[src/rtl/mmio_pkg.sv]
// Shared constants for the MMIO port responder: register offsets, bit indices, reset values.
// The IRQ_MASK offset is decoded only when MMIO_IRQ_EN is defined.
package mmio_pkg;

  localparam logic [5:0] OFS_PORT_IN  = 6'h00;
  localparam logic [5:0] OFS_PORT_OUT = 6'h04;
  localparam logic [5:0] OFS_STATUS   = 6'h08;
  localparam logic [5:0] OFS_TMR_CMP  = 6'h0C;
  localparam logic [5:0] OFS_TMR_CNT  = 6'h10;
  localparam logic [5:0] OFS_CTRL     = 6'h14;
  localparam logic [5:0] OFS_IRQ_MASK = 6'h18;

  localparam int STATUS_IN_CHG    = 0;
  localparam int STATUS_TMR_EXP   = 1;
  localparam int CTRL_TMR_EN      = 0;
  localparam int CTRL_AUTO_RELOAD = 1;

  localparam logic [31:0] PORT_OUT_RST = 32'h0000_0000;
  localparam logic [31:0] TMR_CNT_RST  = 32'h0000_0000;
  localparam logic [31:0] TMR_CMP_RST  = 32'hFFFF_FFFF;
  localparam logic [1:0]  IRQ_MASK_RST = 2'b00;

  typedef struct packed {
    logic auto_reload;
    logic tmr_en;
  } ctrl_t;

  function automatic logic ofs_mapped(input logic [5:0] ofs);
    logic mapped;
    case (ofs)
      OFS_PORT_IN, OFS_PORT_OUT, OFS_STATUS,
      OFS_TMR_CMP, OFS_TMR_CNT, OFS_CTRL: mapped = 1'b1;
`ifdef MMIO_IRQ_EN
      OFS_IRQ_MASK: mapped = 1'b1;
`endif
      default: mapped = 1'b0;
    endcase
    return mapped;
  endfunction

endpackage

[src/rtl/mmio_port_responder_if.sv]
// MEM-stage data bus between the pipeline (master) and the MMIO responder (slave).
interface mmio_port_responder_if;
  logic        MemRead;
  logic        MemWrite;
  logic [31:0] Address;
  logic [31:0] WriteData;
  logic [31:0] ReadData;
  logic        Hit;

  modport master (
    output MemRead, MemWrite, Address, WriteData,
    input  ReadData, Hit
  );

  modport slave (
    input  MemRead, MemWrite, Address, WriteData,
    output ReadData, Hit
  );
endinterface

[src/rtl/mmio_timer.sv]
// Compare timer: free-running counter with compare match, optional auto-reload and enable FSM.
module mmio_timer
  import mmio_pkg::*;
(
  input  logic        clk,
  input  logic        reset,
  input  logic        cnt_we,
  input  logic        cmp_we,
  input  logic        ctrl_we,
  input  logic [31:0] wdata,
  output logic [31:0] cnt,
  output logic [31:0] cmp,
  output ctrl_t       ctrl,
  output logic        exp_pulse
);

  localparam logic [0:0] ST_IDLE = 1'b0;
  localparam logic [0:0] ST_RUN  = 1'b1;

  logic [0:0]  state_q, state_d, state_nxt;
  logic [31:0] cnt_q, cnt_d, cnt_nxt;
  logic [31:0] cmp_q, cmp_d;
  logic        auto_q, auto_d;

  // Timer's own next state; CPU writes then override it below.
  always_comb begin
    cnt_nxt   = cnt_q;
    state_nxt = state_q;
    exp_pulse = 1'b0;
    case (state_q)
      ST_IDLE: begin
        cnt_nxt   = cnt_q;
        state_nxt = ST_IDLE;
      end
      ST_RUN: begin
        if (cnt_q == cmp_q) begin
          exp_pulse = 1'b1;
          cnt_nxt   = auto_q ? TMR_CNT_RST : cnt_q;
          state_nxt = auto_q ? ST_RUN : ST_IDLE;
        end else begin
          cnt_nxt   = cnt_q + 32'd1;
          state_nxt = ST_RUN;
        end
      end
      default: begin
        cnt_nxt   = cnt_q;
        state_nxt = ST_IDLE;
      end
    endcase
    cnt_d   = cnt_we ? wdata : cnt_nxt;
    cmp_d   = cmp_we ? wdata : cmp_q;
    state_d = ctrl_we ? (wdata[CTRL_TMR_EN] ? ST_RUN : ST_IDLE) : state_nxt;
    auto_d  = ctrl_we ? wdata[CTRL_AUTO_RELOAD] : auto_q;
  end

  // Timer state registers.
  always_ff @(posedge clk) begin
    if (reset) begin
      state_q <= ST_IDLE;
      cnt_q   <= TMR_CNT_RST;
      cmp_q   <= TMR_CMP_RST;
      auto_q  <= 1'b0;
    end else begin
      state_q <= state_d;
      cnt_q   <= cnt_d;
      cmp_q   <= cmp_d;
      auto_q  <= auto_d;
    end
  end

  always_comb begin
    cnt              = cnt_q;
    cmp              = cmp_q;
    ctrl.tmr_en      = (state_q == ST_RUN);
    ctrl.auto_reload = auto_q;
  end

endmodule

[src/rtl/mmio_port_responder.sv]
// MMIO responder: register window decode, synchronized input port, output port, compare timer.
// Define MMIO_IRQ_EN to add the IRQ_MASK register and the registered Irq output.
module mmio_port_responder
  import mmio_pkg::*;
#(
  parameter logic [31:0] BASE_ADDR    = 32'hFFFF_0000,
  parameter int          PORTIN_WIDTH = 8
) (
  input  logic                    clk,
  input  logic                    reset,
  mmio_port_responder_if.slave    bus,
  input  logic [PORTIN_WIDTH-1:0] PortIn,
  output logic [31:0]             PortOut
`ifdef MMIO_IRQ_EN
  ,
  output logic                    Irq
`endif
);

  logic [5:0]              ofs;
  logic                    hit, rd_hit, wr_hit, rd_status;
  logic                    port_out_we, cmp_we, cnt_we, ctrl_we;
  logic [PORTIN_WIDTH-1:0] s1_q, s1_d, s2_q, s2_d, s3_q, s3_d;
  logic [31:0]             port_out_q, port_out_d;
  logic                    in_chg_q, in_chg_d, tmr_exp_q, tmr_exp_d;
  logic [31:0]             tmr_cnt, tmr_cmp, status, rdata;
  ctrl_t                   tmr_ctrl;
  logic                    tmr_exp;
`ifdef MMIO_IRQ_EN
  logic [1:0]              irq_mask_q, irq_mask_d;
  logic                    irq_q, irq_d, irq_mask_we;
`endif

  // Window decode and per-register strobes; Hit ignores MemRead/MemWrite.
  always_comb begin
    ofs         = bus.Address[5:0];
    hit         = (bus.Address[31:6] == BASE_ADDR[31:6]) &&
                  (bus.Address[1:0] == 2'b00) && ofs_mapped(ofs);
    rd_hit      = bus.MemRead && hit;
    wr_hit      = bus.MemWrite && hit;
    rd_status   = rd_hit && (ofs == OFS_STATUS);
    port_out_we = wr_hit && (ofs == OFS_PORT_OUT);
    cmp_we      = wr_hit && (ofs == OFS_TMR_CMP);
    cnt_we      = wr_hit && (ofs == OFS_TMR_CNT);
    ctrl_we     = wr_hit && (ofs == OFS_CTRL);
  end

  mmio_timer u_timer (
    .clk       (clk),
    .reset     (reset),
    .cnt_we    (cnt_we),
    .cmp_we    (cmp_we),
    .ctrl_we   (ctrl_we),
    .wdata     (bus.WriteData),
    .cnt       (tmr_cnt),
    .cmp       (tmr_cmp),
    .ctrl      (tmr_ctrl),
    .exp_pulse (tmr_exp)
  );

  // Synchronizer chain, output port and sticky flags (a set beats a read-clear).
  always_comb begin
    s1_d       = PortIn;
    s2_d       = s1_q;
    s3_d       = s2_q;
    port_out_d = port_out_we ? bus.WriteData : port_out_q;
    in_chg_d   = (s2_q != s3_q) ? 1'b1 : (rd_status ? 1'b0 : in_chg_q);
    tmr_exp_d  = tmr_exp ? 1'b1 : (rd_status ? 1'b0 : tmr_exp_q);
  end

  // Port and status registers.
  always_ff @(posedge clk) begin
    if (reset) begin
      s1_q       <= '0;
      s2_q       <= '0;
      s3_q       <= '0;
      port_out_q <= PORT_OUT_RST;
      in_chg_q   <= 1'b0;
      tmr_exp_q  <= 1'b0;
    end else begin
      s1_q       <= s1_d;
      s2_q       <= s2_d;
      s3_q       <= s3_d;
      port_out_q <= port_out_d;
      in_chg_q   <= in_chg_d;
      tmr_exp_q  <= tmr_exp_d;
    end
  end

`ifdef MMIO_IRQ_EN
  // Irq follows the flags one edge late, so it sets and clears a cycle after STATUS does.
  always_comb begin
    irq_mask_we = wr_hit && (ofs == OFS_IRQ_MASK);
    irq_mask_d  = irq_mask_we ? bus.WriteData[1:0] : irq_mask_q;
    irq_d       = |(status[1:0] & irq_mask_q);
  end

  // Interrupt mask and output registers.
  always_ff @(posedge clk) begin
    if (reset) begin
      irq_mask_q <= IRQ_MASK_RST;
      irq_q      <= 1'b0;
    end else begin
      irq_mask_q <= irq_mask_d;
      irq_q      <= irq_d;
    end
  end

  assign Irq = irq_q;
`endif

  // Read mux: current register contents, so a same-cycle write is not visible yet.
  always_comb begin
    status                 = 32'h0000_0000;
    status[STATUS_IN_CHG]  = in_chg_q;
    status[STATUS_TMR_EXP] = tmr_exp_q;
    rdata                  = 32'h0000_0000;
    if (rd_hit) begin
      case (ofs)
        OFS_PORT_IN:  rdata = 32'(s2_q);
        OFS_PORT_OUT: rdata = port_out_q;
        OFS_STATUS:   rdata = status;
        OFS_TMR_CMP:  rdata = tmr_cmp;
        OFS_TMR_CNT:  rdata = tmr_cnt;
        OFS_CTRL:     rdata = {30'h0, tmr_ctrl};
`ifdef MMIO_IRQ_EN
        OFS_IRQ_MASK: rdata = {30'h0, irq_mask_q};
`endif
        default:      rdata = 32'h0000_0000;
      endcase
    end else begin
      rdata = 32'h0000_0000;
    end
  end

  assign bus.ReadData = rdata;
  assign bus.Hit      = hit;
  assign PortOut      = port_out_q;

endmodule

[src/flat_wrapper.sv]
// flat-port wrapper written by rule: the top's interface ports become plain ports
module mmio_port_responder_flat import mmio_pkg::*;
#(
  parameter logic [31:0] BASE_ADDR    = 32'hFFFF_0000,
  parameter int          PORTIN_WIDTH = 8
)
  (clk, reset, PortIn, PortOut, bus_MemRead, bus_MemWrite, bus_Address, bus_WriteData, bus_ReadData, bus_Hit);
  mmio_port_responder_if bus_i ();
  input  logic clk;
  input  logic reset;
  input  logic [PORTIN_WIDTH-1:0] PortIn;
  output logic [31:0] PortOut;
  input wire logic [$bits(bus_i.MemRead)-1:0] bus_MemRead;
  input wire logic [$bits(bus_i.MemWrite)-1:0] bus_MemWrite;
  input wire logic [$bits(bus_i.Address)-1:0] bus_Address;
  input wire logic [$bits(bus_i.WriteData)-1:0] bus_WriteData;
  output wire logic [$bits(bus_i.ReadData)-1:0] bus_ReadData;
  output wire logic [$bits(bus_i.Hit)-1:0] bus_Hit;
  assign bus_i.MemRead = bus_MemRead;
  assign bus_i.MemWrite = bus_MemWrite;
  assign bus_i.Address = bus_Address;
  assign bus_i.WriteData = bus_WriteData;
  assign bus_ReadData = bus_i.ReadData;
  assign bus_Hit = bus_i.Hit;
  mmio_port_responder #(.BASE_ADDR(BASE_ADDR), .PORTIN_WIDTH(PORTIN_WIDTH)) u_core (.clk(clk), .reset(reset), .bus(bus_i), .PortIn(PortIn), .PortOut(PortOut));
endmodule
[config.mk]
export PLATFORM = sky130hd
export DESIGN_NAME = mmio_port_responder_flat
export DESIGN_NICKNAME = d
export VERILOG_FILES = /design/src/rtl/mmio_pkg.sv /design/src/rtl/mmio_port_responder_if.sv /design/src/rtl/mmio_timer.sv /design/src/rtl/mmio_port_responder.sv /design/src/flat_wrapper.sv
export SDC_FILE = /design/constraint.sdc
export NUM_CORES = 1
export LEC_CHECK = 0
export BUFFER_PORTS_ARGS = -buffer_cell sky130_fd_sc_hd__buf_2
export CORE_ASPECT_RATIO = 2
export CORE_MARGIN = 2
export CORE_UTILIZATION = 62
export CTS_BUF_LIST = sky130_fd_sc_hd__clkbuf_8
export DETAILED_ROUTE_END_ITERATION = 10
export HOLD_SLACK_MARGIN = 0.05
export PLACE_DENSITY = 0.9
export SLEW_MARGIN = 20
export SYNTH_ARGS = -nofsm -noshare
export SYNTH_HDL_FRONTEND = slang
export SYNTH_HIERARCHICAL = 1
export SYNTH_SLANG_ARGS = --single-unit
[constraint.sdc]
create_clock -name clk -period 5.2 [get_ports clk]
set_clock_uncertainty 0.15 [all_clocks]
set_input_delay 0.26 -clock clk [delete_from_list [all_inputs] [get_ports clk]]
set_output_delay 0.26 -clock clk [all_outputs]
set_load 0.02 [all_outputs]
Word level (Yosys, flattened, before mapping). Cells that the tools add are included.

Reduce and logical (&&, ||, !) cells: 15. Eq/ne operators: 10. Add/sub/neg operators: 1. Bitwise gates (word level): 1. Mux-type cells: 17.

Operator list (number): 32-bit one-hot mux with 6 select lines (1); 32-bit 2-to-1 mux (5); 32-bit by 1-bit adder with 32-bit output, second input constant (1); 32-bit == test (1); 26-bit == test, second input constant (1); 6-bit by 4-bit == test with 1-bit output, second input constant (2); 6-bit by 5-bit == test with 1-bit output, second input constant (2); 1-bit 2-to-1 mux (10); 1-bit logical AND (9); 8-bit inequality test (1); 6-bit by 3-bit == test with 1-bit output, second input constant (1); 6-bit zero test (1); 6-bit OR reduction (1); 4-bit inequality test, second input constant (1); 2-bit nonzero test (2); 2-bit zero test (1); 2-bit inequality test, second input constant (1); 1-bit one-hot mux with 2 select lines (1); 2-bit AND reduction (1); 1-bit inverter (1).

Flip-flop bits (word level): 124. Output and inout port bits: 65. Word-level logic and storage cells: 54. Input port bits: 76.

Longest topological paths before layout. Gate-level depths: netlist of run 1.

Word-level depth: 8. Mapped depth: 12. Depth with buffers taken out: 8.

Hierarchy. The synthesis of run 1 kept the hierarchy.

Modules (own cells, without submodules): mmio_timer (seq. area each 1321.3 µm², cells an instance 435, area an instance 3804.9 µm², instances 1); mmio_port_responder (seq. area each 1161.1 µm², cells an instance 373, area an instance 3360.7 µm², instances 1).

Worst setup path after synthesis of run 1. OpenSTA, ideal clock, no wires.

Kind: input-to-reg. Start: input bus_Address[1]. End: register u_core.u_timer.cnt_q[27] (netlist: u_core/u_timer/cnt[27]). Stages: 10. Path slack: 2.107 ns. Arrival time: 2.826 ns. Setup time: 0.117 ns. Path buffers: 3. Data required time: 4.933 ns. Cells stage by stage: or4b_1 nor4_2 clkbuf_1 and3_1 clkbuf_1 clkinv_1 nand2_1 a41oi_1 buf_2 a32o_1.

Cells in the longest elaborated chain, start to end: 8. Elaborated cells between the ends (all ways): 17. Classes of those cells: eq/ne: 7; mux: 2; reduce/logical: 8.

RTL lines: from (decl) (line flat_wrapper.sv:15) `input wire logic [$bits(bus_i.Address)-1:0] bus_Address;`; 6-bit by 5-bit == test with 1-bit output (tied with other cells) (line mmio_pkg.sv:30) `case (ofs)`; 6-bit OR reduction (line mmio_pkg.sv:30); 1-bit 2-to-1 mux (line mmio_pkg.sv:30); 1-bit logical AND (line mmio_port_responder.sv:38) `(bus.Address[1:0] == 2'b00) && ofs_mapped(ofs);`; 1-bit logical AND (line mmio_port_responder.sv:40) `wr_hit = bus.MemWrite && hit;`; 1-bit logical AND * (line mmio_port_responder.sv:44) `cnt_we = wr_hit && (ofs == OFS_TMR_CNT);`; net u_core.cnt_we (line mmio_port_responder.sv:22) `logic port_out_we, cmp_we, cnt_we, ctrl_we;`; 4-bit inequality test (no source line) or 2-bit inequality test (tied branches); 2-bit AND reduction (no source line); to (signal assigned) (line mmio_timer.sv:65) `cnt_q <= cnt_d;`; to (decl) (line mmio_timer.sv:21) `logic [31:0] cnt_q, cnt_d, cnt_nxt;`.

The timed path passes the listed nets; every way through them passes the cells marked *. A chain may end at the register's enable or synchronous reset.

Worst setup path in the final report of run 1.
Start: input bus_Address[9]. End: output bus_ReadData[9].

Cells in the longest elaborated chain, start to end: 5.

RTL lines: 26-bit == test (line mmio_port_responder.sv:37) `hit = (bus.Address[31:6] == BASE_ADDR[31:6]) &&`; 1-bit logical AND (line mmio_port_responder.sv:37); 1-bit logical AND (line mmio_port_responder.sv:38); 1-bit logical AND (line mmio_port_responder.sv:39) `rd_hit = bus.MemRead && hit;`; 32-bit 2-to-1 mux (line mmio_port_responder.sv:118) `if (rd_hit) begin`; to (decl) (line flat_wrapper.sv:17) `output wire logic [$bits(bus_i.ReadData)-1:0] bus_ReadData;`.

No other way between the ends.

==> results of run 1 <==
## sequential cells by signal (all words and copies together), names as in the netlist
name / count
u_core/PortOut: 32
u_core/tmr_exp_q: 1
u_core/u_timer/auto_q: 1
u_core/u_timer/cnt: 32
u_core/s3_q: 8
u_core/u_timer/state_q: 1
u_core/s1_q: 8
u_core/in_chg_q: 1
u_core/u_timer/cmp: 32
u_core/s2_q: 8
## path summary, 6_finish.rpt
kind | startpoint | end | slack, ps | cells after the start
worst min-delay path | reset | u_core/u_timer/cnt[26]$_SDFFE_PP0P_ | 190 | 4
worst min register to register | u_core/s1_q[6]$_SDFF_PP0_ | u_core/s2_q[6]$_SDFF_PP0_ | 290 | 1
worst max register to register | u_core/u_timer/cnt[6]$_SDFFE_PP0P_ | u_core/u_timer/cnt[3]$_SDFFE_PP0P_ | 2110 | 6
worst max-delay path | bus_Address[9] | bus_ReadData[9] | 1980 | 7
## placed cells by master, fill, tap and decap left out, types with 5 or more instances in the layout
| master | n |
|---|---|
| sky130_fd_sc_hd__o211ai_1 | 7 |
| sky130_fd_sc_hd__nor3_1 | 14 |
| sky130_fd_sc_hd__nand4_1 | 44 |
| sky130_fd_sc_hd__nand2_1 | 92 |
| sky130_fd_sc_hd__and3_1 | 5 |
| sky130_fd_sc_hd__o21ai_0 | 12 |
| sky130_fd_sc_hd__mux2_2 | 11 |
| sky130_fd_sc_hd__nor4_2 | 6 |
| sky130_fd_sc_hd__dfxtp_1 | 124 |
| sky130_fd_sc_hd__inv_1 | 10 |
| sky130_fd_sc_hd__a21oi_2 | 31 |
| sky130_fd_sc_hd__nor4_1 | 12 |
| sky130_fd_sc_hd__nor3_2 | 5 |
| sky130_fd_sc_hd__a221oi_1 | 14 |
| sky130_fd_sc_hd__nor2_1 | 29 |
| sky130_fd_sc_hd__nor2b_1 | 34 |
| sky130_fd_sc_hd__nand3_1 | 16 |
| sky130_fd_sc_hd__a21oi_1 | 39 |
| sky130_fd_sc_hd__or4_1 | 7 |
| sky130_fd_sc_hd__xor2_1 | 40 |
| sky130_fd_sc_hd__dlygate4sd3_1 | 40 |
| sky130_fd_sc_hd__clkbuf_8 | 19 |
| sky130_fd_sc_hd__buf_2 | 140 |
| sky130_fd_sc_hd__o31ai_2 | 30 |
| sky130_fd_sc_hd__o31ai_1 | 6 |
| sky130_fd_sc_hd__mux2i_1 | 34 |
| sky130_fd_sc_hd__and4_1 | 6 |
| sky130_fd_sc_hd__buf_4 | 11 |
| sky130_fd_sc_hd__a22oi_1 | 38 |
## cells by family after synthesis
group / count (synthesis) / synth area share [%]
AND/OR/NAND/NOR: 297 / 23.6
multiplexers: 46 / 6.64
adder cells (fa/ha/maj): 1 / 0.175
flip-flops: 124 / 34.6
buffers and inverters: 89 / 6.06
XOR/XNOR: 40 / 4.89
AO/OA/AOI/OAI: 211 / 24.0
## cell type report
| cell class | instances | area [um2] |
|---|---|---|
| Inverter | 12 | 45.0 |
| Sequential cell | 124 | 2480 |
| Timing Repair Buffer | 191 | 1180 |
| Clock buffer | 19 | 262 |
| Fill cell | 747 | 2720 |
| Multi-Input combinational cell | 595 | 4280 |
| Tap cell | 142 | 178 |
| Clock inverter | 13 | 141 |
## per-stage QoR
stage | setup slack [ps] | instance area (um2) | utilization, % | cells
3_5_place_dp | 1900 | 7760 | 68.7 | 1024
2_1_floorplan | 2110 | 7170 | - | 808
5_1_grt | 1950 | 8570 | 75.9 | 1096
3_3_place_gp | 1940 | 7760 | 68.7 | 1024
4_1_cts | 2030 | 8560 | 75.9 | 1096
6_report | 1980 | 8570 | 75.9 | 1096
## power breakdown
group / leakage (nW) / total, mW / internal [mW] / switching (mW)
clock network: 0.198 / 0.867 / 0.453 / 0.414
logic: 1.81 / 0.127 / 0.0582 / 0.0688
registers: 1.00 / 0.967 / 0.959 / 0.00878
total: 3.02 / 1.96 / 1.47 / 0.491
## layer usage
metal  vias up  track usage (%)
met2       668             66.1
met1      3505             39.7
met4         0             31.2
li1       3263                -
met5         -                0
met3       217             10.7
## worst reg2reg max path: stages (launching register included)
cell	delay, ps
sky130_fd_sc_hd__dfxtp_1	470
sky130_fd_sc_hd__xor2_1	200
sky130_fd_sc_hd__nor4_1	390
sky130_fd_sc_hd__nand4_1	360
sky130_fd_sc_hd__o31ai_4	840
sky130_fd_sc_hd__a221oi_1	260
sky130_fd_sc_hd__nor3_1	310
## what timing repair did
item	4_1_cts	5_1_grt
setup buffers	0	0
endpoints found under the hold margin	101	0
hold buffers	40	0
==> summary.txt, run 1 <==
===========================================================================
Status                                                         complete, no violations
Total design power                                                  1.96 mW
Slowest CP cell                                                sky130_fd_sc_hd__or2_2
Cell Pwr Density                                                 229 nW/um2
Share of post-route cells with drive strength above 1                 30.2%
Number of max-cap violations                                              0
Kind of end point of the critical path                           output pin
Area share of the largest cell type after synthesis                   34.6%
Cell with the most instances after synthesis                   sky130_fd_sc_hd__dfxtp_1
Most used cell along the critical path                         sky130_fd_sc_hd__buf_2
Part of the cycle the worst path needs                                62.0%
Highest layer used for signal routing                                  met4
Buffers from clock root to sink, at most                                  2
Num Clock Sinks                                                         124
Launching element type of the critical path                      input port
Setup TNS                                                              0 ps
Data required time of the critical path                             4790 ps
Net count, final                                                       1018
Met3 wire length                                                    2260 um
DRC violation total after the first TritonRoute iteration              1110
Synth Register Bits                                                     124
Ys async rst share                                                       0%
Global Route Usage Sum                                                39.3%
RSZ-0062 raised after global routing                                     no
Antenna Diode Count                                                       0
Height of the chip                                                   156 um
Leading register cell type out of synthesis                    sky130_fd_sc_hd__dfxtp_1
Std cell rows                                                            55
Standard cell core area                                           11300 um2
Number of vias after detailed routing                                  7653
PostCTS Resize Cnt                                                        0
Slew at the pin closest to its max-slew limit                       1090 ps
Overall routed net length                                          24500 um
Post-layout min period                                              3220 ps
Warning count from the yosys run                                          6
Final setup vio count                                                     0
Synthesis-to-finish area growth                                       19.6%
Cell breakdown of the critical path                            buf_2, nor4_1, nand4_1, buf_4, or2_2, a21oi_2, buf_2
Synthesized area                                                   7170 um2
CTS tree                                                                yes
Antenna violations before repair                                          0
Max rail drop VDD                                                0.000342 V
Mean instance size in the synthesized netlist                      8.87 um2
Port bufs                                                               140
Worst path bufs/invs                                                      3
Critical path class                                            input port to output pin
Cells after synthesis                                                   808
Hold WC Path Type                                              input port to flop
Worst Hold Slack                                                     189 ps
Largest cells by area after synthesis                          sky130_fd_sc_hd__dfxtp_1 35%, sky130_fd_sc_hd__o31ai_2 5.2%, sky130_fd_sc_hd__xor2_1 4.9%
Vias per std cell                                                      6.98
Maximum operating frequency                                         310 MHz
Remaining design rule violation count                                     0
Aggregate global routing overflow                                         0
Starting density of the core                                          63.5%
Pins over their slew limit                                                0
Floorplan die area                                                12500 um2
Final hold violations                                                     0
Sequential fraction of the synthesis area                             34.6%
Global placer's final weighted congestion                             0.973
CP Data Arrival Time                                                2810 ps
Number of unique standard cell types used by synthesis                   72
Leak pwr                                                            3.02 nW
1st-pass router iterations                                                6
Delay of the slowest cell on the worst path                          760 ps
Met2 routed WL                                                     12000 um
Maximum level of the CTS H-tree                                           4
Worst skew pair latency                                              440 ps
Met1 layer wirelength in the final routing                          7930 um
Number of enable flip-flop cells after synthesis                          0
DP Wirelength                                                      15500 um
Cell at the root of the clock tree                             sky130_fd_sc_hd__clkbuf_8
Horizontal die dimension                                            80.0 um
Routed len/inst                                                     22.3 um
Number of buffers added by the clock tree synthesis step                 17
Clock-pin slew on the worst setup and hold paths                      80 ps
CP max FO                                                                37
Number of global-route vias before repair                              7547
Top cell type by total area after synthesis                    sky130_fd_sc_hd__dfxtp_1
Maximum number of pins on one net before global-route repair             83
Cell family with the largest share of critical-path delay      simple AND/OR/NAND/NOR gates
Synth cell count leaders                                       124 x sky130_fd_sc_hd__dfxtp_1, 92 x sky130_fd_sc_hd__nand2_1, 44 x sky130_fd_sc_hd__nand4_1
Post-synth net total                                                    885
Detail Route Antenna Nets                                                 0
Num ports                                                               141
Wire length of the first global-routing pass                       38200 um
Max transition margin                                                 27.3%
===========================================================================
No activity file was read; power rests on OpenSTA's default activity.
==> run 2, diff against run 1 <==
--- a/config.mk
+++ b/config.mk
@@ -5,14 +5,15 @@
 export SDC_FILE = /design/constraint.sdc
 export NUM_CORES = 1
 export LEC_CHECK = 0
+export ABC_AREA = 1
 export BUFFER_PORTS_ARGS = -buffer_cell sky130_fd_sc_hd__buf_2
 export CORE_ASPECT_RATIO = 2
 export CORE_MARGIN = 2
-export CORE_UTILIZATION = 62
+export CORE_UTILIZATION = 52
 export CTS_BUF_LIST = sky130_fd_sc_hd__clkbuf_8
 export DETAILED_ROUTE_END_ITERATION = 10
 export HOLD_SLACK_MARGIN = 0.05
-export PLACE_DENSITY = 0.9
+export PLACE_DENSITY = 0.81
 export SLEW_MARGIN = 20
 export SYNTH_ARGS = -nofsm -noshare
 export SYNTH_HDL_FRONTEND = slang
==> constraint.sdc (replaced) <==
create_clock -name clk -period 2.63 [get_ports clk]
set_clock_uncertainty 0.15 [all_clocks]
set_input_delay 0.1315 -clock clk [delete_from_list [all_inputs] [get_ports clk]]
set_output_delay 0.1315 -clock clk [all_outputs]
set_load 0.02 [all_outputs]
==> run 2 against run 1 <==
Non-clock buffer count rose by 15; global-route usage decreased by 8.4 points; area after synthesis up 3.3%; final area increased by 7.0%; wire length shrank 3.9%; sequential power rose by 96%; sequential share of layout area decreased by 1.9 points; flip-flop and latch count unchanged; clock-buffer cell count decreased by 2; critical path type is now input port to flop; critical endpoint is now u_core/u_timer/cmp[12]$_SDFFE_PP1P_.
==> summary.txt, run 2 <==
============================================================================
Leak pwr                                                             4.66 nW   was 3.02 nW
Most common library cell in the layout ignoring fill and taps   sky130_fd_sc_hd__nand2_1   was sky130_fd_sc_hd__buf_2
Number of unique standard cell types used by synthesis                    33   was 72
Filler cell count                                                       1336   was 747
Horizontal die dimension                                             88.4 um   was 80.0 um
Wire length of the first global-routing pass                        37200 um   was 38200 um
Num Clock Sinks                                                          124   unchanged
1st-pass router iterations                                                 6   unchanged
Hold WC Path Type                                               input port to flop   unchanged
Part of the power in registers                                         45.6%   was 49.3%
Detail Route Antenna Nets                                                  0   unchanged
DP Wirelength                                                       16000 um   was 15500 um
Max transition margin                                                  36.3%   was 27.3%
Kind of end point of the critical path                                  flop   was output pin
Leading register cell type out of synthesis                     sky130_fd_sc_hd__dfxtp_1   unchanged
CP max FO                                                                 43   was 37
Part of the cycle the worst path needs                                 94.8%
Synth cell count leaders                                        390 x sky130_fd_sc_hd__nand2_1, 224 x sky130_fd_sc_hd__nor2_1, 139 x sky130_fd_sc_hd__inv_1   was 124 x sky130_fd_sc_hd__dfxtp_1, 92 x sky130_fd_sc_hd__nand2_1, 44 x sky130_fd_sc_hd__nand4_1
Post-layout min period                                               2490 ps
Internal Power                                                       3.15 mW   was 1.47 mW
Critical path class                                             input port to flop   was input port to output pin
Overall routed net length                                           23500 um   was 24500 um
Largest cells by area after synthesis                           sky130_fd_sc_hd__dfxtp_1 34%, sky130_fd_sc_hd__nand2_1 20%, sky130_fd_sc_hd__nor2_1 11%   was sky130_fd_sc_hd__dfxtp_1 35%, sky130_fd_sc_hd__o31ai_2 5.2%, sky130_fd_sc_hd__xor2_1 4.9%
RSZ-0062 raised after global routing                                      no   unchanged
Cell Pwr Density                                                  454 nW/um2   was 229 nW/um2
Warning count from the yosys run                                           6   unchanged
Post-route insts no fill                                                1591   was 1096
CP Data Arrival Time                                                 2720 ps   was 2810 ps
Antenna Diode Count                                                        0   unchanged
Share of post-route cells with drive strength above 1                  16.0%   was 30.2%
Slowest CP cell                                                 sky130_fd_sc_hd__dlygate4sd3_1   was sky130_fd_sc_hd__or2_2
Synthesized area                                                    7400 um2   was 7170 um2
Port bufs                                                                140   unchanged
Number of enable flip-flop cells after synthesis                           0   unchanged
Launching element type of the critical path                       input port   unchanged
CTS tree                                                                 yes   unchanged
Worst path bufs/invs                                                       4   was 3
Status                                                          complete, no violations   unchanged
Switch Pwr                                                           1.01 mW   was 491 uW
Synth Register Bits                                                      124   unchanged
Final hold violations                                                      0   unchanged
Net count, final                                                        1466   was 1018
Cell family with the largest share of critical-path delay       buffers and inverters   was simple AND/OR/NAND/NOR gates
Most frequent cells in the layout                               390 x sky130_fd_sc_hd__nand2_1, 223 x sky130_fd_sc_hd__nor2_1, 140 x sky130_fd_sc_hd__buf_2, 138 x sky130_fd_sc_hd__inv_1, 124 x sky130_fd_sc_hd__dfxtp_1   was 140 x sky130_fd_sc_hd__buf_2, 124 x sky130_fd_sc_hd__dfxtp_1, 92 x sky130_fd_sc_hd__nand2_1, 44 x sky130_fd_sc_hd__nand4_1
Area share of the largest cell type after synthesis                    33.5%   was 34.6%
Maximum level of the CTS H-tree                                            4   unchanged
Pins over their slew limit                                                 0   unchanged
Logic gate share of total power                                         5.8%   was 6.5%
Height of the chip                                                    173 um   was 156 um
Routed len/inst                                                      14.8 um   was 22.3 um
Data required time of the critical path                              2860 ps   was 4790 ps
Number of buffers added by the clock tree synthesis step                  17   unchanged
Final design utilization                                               66.0%   was 75.9%
Mean instance size in the synthesized netlist                       6.06 um2   was 8.87 um2
Cell breakdown of the critical path                             buf_2, dlygate4sd3_1, a211oi_2, and2_4, and3_1, buf_6, a21oi_1, dlygate4sd3_1, o21ai_0   was buf_2, nor4_1, nand4_1, buf_4, or2_2, a21oi_2, buf_2
Slew at the pin closest to its max-slew limit                         955 ps   was 1090 ps
Max rail drop VDD                                                 0.000383 V   was 0.000342 V
Maximum operating frequency                                          401 MHz
Final setup vio count                                                      0   unchanged
Global placer's final weighted congestion                              0.989   was 0.973
Synthesis-to-finish area growth                                        23.9%   was 19.6%
Most used cell along the critical path                          sky130_fd_sc_hd__dlygate4sd3_1   was sky130_fd_sc_hd__buf_2
Number of max-cap violations                                               0   unchanged
Cells after synthesis                                                   1221   was 808
DRC violation total after the first TritonRoute iteration                531   was 1110
Vias per std cell                                                       5.17   was 6.98
Setup TNS                                                               0 ps   unchanged
Total placed cells including tap cells                                  1513   was 1024
Starting density of the core                                           53.3%   was 63.5%
Standard cell core area                                            13900 um2   was 11300 um2
Cell with the most instances after synthesis                    sky130_fd_sc_hd__nand2_1   was sky130_fd_sc_hd__dfxtp_1
Maximum number of pins on one net before global-route repair              65   was 83
Num ports                                                                141   unchanged
Aggregate global routing overflow                                          0   unchanged
Buffers from clock root to sink, at most                                   2   unchanged
Top cell type by total area after synthesis                     sky130_fd_sc_hd__dfxtp_1   unchanged
Switching part of the total power                                      24.2%   was 25.0%
Std cell rows                                                             61   was 55
Worst skew pair latency                                               460 ps   was 440 ps
Number of global-route vias before repair                               8083   was 7547
Number of vias after detailed routing                                   8231   was 7653
Portion of total power attributed to the clock network                 48.6%   was 44.2%
Antenna violations before repair                                           0   unchanged
Cell at the root of the clock tree                              sky130_fd_sc_hd__clkbuf_8   unchanged
Global Route Usage Sum                                                 30.9%   was 39.3%
Post-synth net total                                                    1298   was 885
Ys async rst share                                                        0%   unchanged
Remaining design rule violation count                                      0   unchanged
Floorplan die area                                                 15300 um2   was 12500 um2
Sequential fraction of the synthesis area                              33.5%   was 34.6%
Clock-pin slew on the worst setup and hold paths                       80 ps   about the same
Delay of the slowest cell on the worst path                           580 ps   was 760 ps
============================================================================
run 2: cell count changes in the layout (fill, tap and decap cells not counted), sizes merged, moves of 37 or more:
cell	before	now
nor2	30	237
inv	13	150
o31ai	37	0
nand3	17	106
nand2	93	393
nand4	47	10
run 2: path summary, 6_finish.rpt:
check / from / end / slack, ps / depth (start not counted)
setup / recovery: bus_Address[5] / u_core/u_timer/cmp[12]$_SDFFE_PP1P_ / 140 / 9
hold / removal: bus_Address[3] / u_core/u_timer/auto_q$_SDFFE_PP0P_ / 110 / 6
setup reg to reg: u_core/u_timer/cnt[27]$_SDFFE_PP0P_ / u_core/u_timer/cnt[12]$_SDFFE_PP0P_ / 300 / 11
hold reg to reg: u_core/s1_q[5]$_SDFF_PP0_ / u_core/s2_q[5]$_SDFF_PP0_ / 260 / 2
run 2: cell type report:
type,count,area (um2),area share [%]
clock buffers,17,234,2.55
clock inverters,15,234,2.55
inverters,146,548,5.98
multi-input cells,894,4070,44.4
flip-flops and latches,124,2480,27.1
well taps,189,236,2.58
repair buffers,206,1370,14.9
run 2: stage by stage:
step                      hold slack, ps  area (um2)  power, mW  setup WS [ps]
after global routing                 130        9170       4.27           7.47
after global placement               192        8240       2.12            328
after CTS                           83.0        9170       4.17            128
after detailed placement             194        8240       2.13            268
final                                110        9170       4.16            137
after floorplan                     81.2        7400       2.02            473
run 2: per-layer routing:
layer	GRT usage (%)	share of wire [%]
met5	0	0
met3	4.82	4.7
met1	30.8	36
met2	56.2	54
met4	20.0	5.6
run 2: worst min-delay path, delay by kind of cell:
family | cells | cell delay, ps
and+or+nand+nor | 2 | 140
AOI/OAI and AO/OA | 1 | 90
buffers and inverters | 3 | 300
run 2: cell families (layout without fill, tap and decap cells):
family	Yosys count	after routing	synth area share, %
xor gates and xnor gates	42	42	4.97
and+or+nand+nor	756	756	42.0
DFF	124	124	33.5
buffers and inverters	203	384	11.6
AOI/OAI and AO/OA	95	95	7.69
adders and majority gates	1	1	0.169
run 2: power by group through the flow:
stage	registers [mW]	clock network (mW)	logic, mW
after global placement	1.94	0	0.181
after CTS	1.90	2.04	0.236
after detailed placement	1.94	0	0.183
final	1.90	2.02	0.240
after floorplan	1.94	0	0.0754
after global routing	1.90	2.11	0.260
run 2: what timing repair did:
item / CTS / global route
setup endpoints to repair: 0 / 2
resized for setup: 0 / 1
hold endpoints to repair: 108 / 0
hold buffers: 46 / 0
buffers inserted: 0 / 0
==> run 3, diff against run 2 <==
--- a/config.mk
+++ b/config.mk
@@ -8,7 +8,6 @@
 export ABC_AREA = 1
 export BUFFER_PORTS_ARGS = -buffer_cell sky130_fd_sc_hd__buf_2
 export CORE_ASPECT_RATIO = 2
-export CORE_MARGIN = 2
 export CORE_UTILIZATION = 52
 export CTS_BUF_LIST = sky130_fd_sc_hd__clkbuf_8
 export DETAILED_ROUTE_END_ITERATION = 10
==> run 3 against run 2 <==
Core utilization is 0.18 points lower; maximum frequency is 4.9% higher; power is 3.0% lower; sequential share of layout area is 0.074 points higher; non-clock buffer count is 2 higher; register-to-register slack worse by 50 ps; wire length is 2.6% lower; critical endpoint is now u_core/u_timer/cnt[14]$_SDFFE_PP0P_.
==> summary.txt, run 3 (synthesis results as in run 2) <==
============================================================================
Maximum number of pins on one net before global-route repair              65   unchanged
Maximum level of the CTS H-tree                                            4   unchanged
Total placed cells including tap cells                                  1514   was 1513
PostCTS Resize Cnt                                                         0   unchanged
Kind of end point of the critical path                                  flop   unchanged
Total design power                                                   4.04 mW   was 4.16 mW
Data required time of the critical path                              2840 ps   was 2860 ps
Slew at the pin closest to its max-slew limit                         844 ps   was 955 ps
Reg area                                                            2480 um2   unchanged
Worst reg2reg setup slack                                             250 ps   was 300 ps
DRC violation total after the first TritonRoute iteration                539   was 531
Std cell rows                                                             61   unchanged
Horizontal die dimension                                             86.4 um   was 88.4 um
DP Wirelength                                                       16000 um   about the same
Max rail drop VDD                                                 0.000399 V   was 0.000383 V
Aggregate global routing overflow                                          0   unchanged
Source of the worst register-to-register timing path            u_core/u_timer/cnt[27]$_SDFFE_PP0P_   unchanged
CP Data Arrival Time                                                 2590 ps   was 2720 ps
Standard cell core area                                            13900 um2   unchanged
Overall routed net length                                           22900 um   was 23500 um
Portion of total power attributed to the clock network                 47.0%   was 48.6%
Starting density of the core                                           53.3%   unchanged
Post-route insts no fill                                                1593   was 1591
Cell at the root of the clock tree                              sky130_fd_sc_hd__clkbuf_8   unchanged
Floorplan die area                                                 14700 um2   was 15300 um2
Post-layout min period                                               2380 ps   was 2490 ps
Number of vias after detailed routing                                   8194   was 8231
Synthesis-to-finish area growth                                        23.6%   was 23.9%
Number of global-route vias before repair                               7792   was 8083
Number of buffers added by the clock tree synthesis step                  17   unchanged
Num Clock Sinks                                                          124   unchanged
Setup TNS                                                               0 ps   unchanged
Num ports                                                                141   unchanged
Path depth of the worst reg2reg path                                      11   unchanged
Status                                                          complete, no violations   unchanged
Routed len/inst                                                      14.4 um   was 14.8 um
Number of instances on the worst hold path                                 6   unchanged
Setup repair bufs after CTS                                                0   unchanged
RSZ-0062 raised after global routing                                      no   unchanged
Part of the power in registers                                         47.0%   was 45.6%
Vias per std cell                                                       5.14   was 5.17
Final hold violations                                                      0   unchanged
Most common library cell in the layout ignoring fill and taps   sky130_fd_sc_hd__nand2_1   unchanged
Launching element type of the critical path                             flop   was input port
Net count, final                                                        1468   was 1466
Hold WC Path Type                                               input port to flop   unchanged
CTS tree                                                                 yes   unchanged
Leak pwr                                                             4.63 nW   was 4.66 nW
Height of the chip                                                    171 um   was 173 um
Share of post-route cells with drive strength above 1                  16.0%   about the same
Part of the cycle the worst path needs                                 90.4%   was 94.8%
Launch instance of the worst min-delay path                     bus_Address[3]   unchanged
Global placer's final weighted congestion                              0.961   was 0.989
Remaining design rule violation count                                      0   unchanged
CP max FO                                                                 23   was 43
Max transition margin                                                  43.7%   was 36.3%
Clock-pin slew on the worst setup and hold paths                       80 ps   about the same
Most frequent cells in the layout                               390 x sky130_fd_sc_hd__nand2_1, 223 x sky130_fd_sc_hd__nor2_1, 140 x sky130_fd_sc_hd__buf_2, 139 x sky130_fd_sc_hd__inv_1, 124 x sky130_fd_sc_hd__dfxtp_1   was 390 x sky130_fd_sc_hd__nand2_1, 223 x sky130_fd_sc_hd__nor2_1, 140 x sky130_fd_sc_hd__buf_2, 138 x sky130_fd_sc_hd__inv_1, 124 x sky130_fd_sc_hd__dfxtp_1
Endpoint of the worst-slack reg-to-reg timing path              u_core/u_timer/cnt[14]$_SDFFE_PP0P_   was u_core/u_timer/cnt[12]$_SDFFE_PP0P_
Internal Power                                                       3.07 mW   was 3.15 mW
Critical path class                                             flop to flop   was input port to flop
Worst skew pair latency                                               460 ps   about the same
Logic gate share of total power                                         5.9%   was 5.8%
Detail Route Antenna Nets                                                  0   unchanged
Cell Pwr Density                                                  442 nW/um2   was 454 nW/um2
Hold EP                                                         u_core/u_timer/state_q$_SDFF_PP0_   was u_core/u_timer/auto_q$_SDFFE_PP0P_
Port bufs                                                                140   unchanged
Final setup vio count                                                      0   unchanged
Filler cell count                                                       1360   was 1336
Wire length of the first global-routing pass                        36500 um   was 37200 um
Antenna Diode Count                                                        0   unchanged
Antenna violations before repair                                           0   unchanged
Switching part of the total power                                      24.1%   was 24.2%
Pins over their slew limit                                                 0   unchanged
Number of max-cap violations                                               0   unchanged
Global Route Usage Sum                                                 31.9%   was 30.9%
Multi-input logic area                                              4070 um2   unchanged
Maximum operating frequency                                          421 MHz   was 401 MHz
Buffers from clock root to sink, at most                                   2   unchanged
Final design utilization                                               65.8%   was 66.0%
# hold bufs at CTS                                                        47   was 46
1st-pass router iterations                                                 5   was 6
Switch Pwr                                                            972 uW   was 1.01 mW
============================================================================
-- run 3: metrics by stage --
stage	hold WS (ps)	cell area (um2)	worst slack, ps
floorplan	81.2	7400	473
global placement	189	8230	350
detailed placement	189	8230	314
CTS	65.8	9140	329
global route	113	9140	170
finish	86.9	9140	253
-- run 3: how the worst max path moves through the flow --
stage                                         from                             endpoint  slack, ps  depth (start not counted)
2_1_floorplan                       bus_Address[1]   u_core/u_timer/cnt[9]$_SDFFE_PP0P_        470                         19
3_3_place_gp                        bus_Address[0]   u_core/u_timer/cnt[9]$_SDFFE_PP0P_        350                         15
3_5_place_dp                        bus_Address[1]   u_core/u_timer/cnt[9]$_SDFFE_PP0P_        310                         17
4_1_cts        u_core/u_timer/cnt[27]$_SDFFE_PP0P_  u_core/u_timer/cnt[14]$_SDFFE_PP0P_        330                         11
5_1_grt        u_core/u_timer/cnt[27]$_SDFFE_PP0P_  u_core/u_timer/cnt[15]$_SDFFE_PP0P_        170                         11
6_report       u_core/u_timer/cnt[27]$_SDFFE_PP0P_  u_core/u_timer/cnt[14]$_SDFFE_PP0P_        250                         11
-- run 3: layer usage --
metal	vias up	GRT usage [%]	wire, um
met5	-	0	0
met4	0	21.7	1320
met3	72	4.05	1120
met2	327	60.7	12300
met1	3687	31.1	8160
li1	4108	-	-
-- run 3: final cells by class --
| type | instances | area share, % |
|---|---|---|
| inverters | 146 | 5.99 |
| well taps | 189 | 2.59 |
| flip-flops and latches | 124 | 27.1 |
| clock inverters | 14 | 2.12 |
| multi-input cells | 894 | 44.5 |
| repair buffers | 208 | 14.9 |
| clock buffers | 18 | 2.71 |
-- run 3: power by group through the flow --
stage / logic, mW / registers (mW) / clock network (mW)
after detailed placement: 0.184 / 1.94 / 0
after global routing: 0.261 / 1.90 / 1.99
after floorplan: 0.0754 / 1.94 / 0
after CTS: 0.238 / 1.90 / 1.92
final: 0.240 / 1.90 / 1.90
after global placement: 0.182 / 1.94 / 0
-- run 3: critical path, cell delays in order (launching register included) --
cell and delay (ps):
sky130_fd_sc_hd__dfxtp_1 380, sky130_fd_sc_hd__xnor2_1 370, sky130_fd_sc_hd__nand2_1 160, sky130_fd_sc_hd__nor2_1 230, sky130_fd_sc_hd__nand2_1 100, sky130_fd_sc_hd__nor2_2 200, sky130_fd_sc_hd__nand2_1 110, sky130_fd_sc_hd__buf_4 240
sky130_fd_sc_hd__nand3_1 120, sky130_fd_sc_hd__nand2_1 70, sky130_fd_sc_hd__nor2_1 110, sky130_fd_sc_hd__nor2_1 60
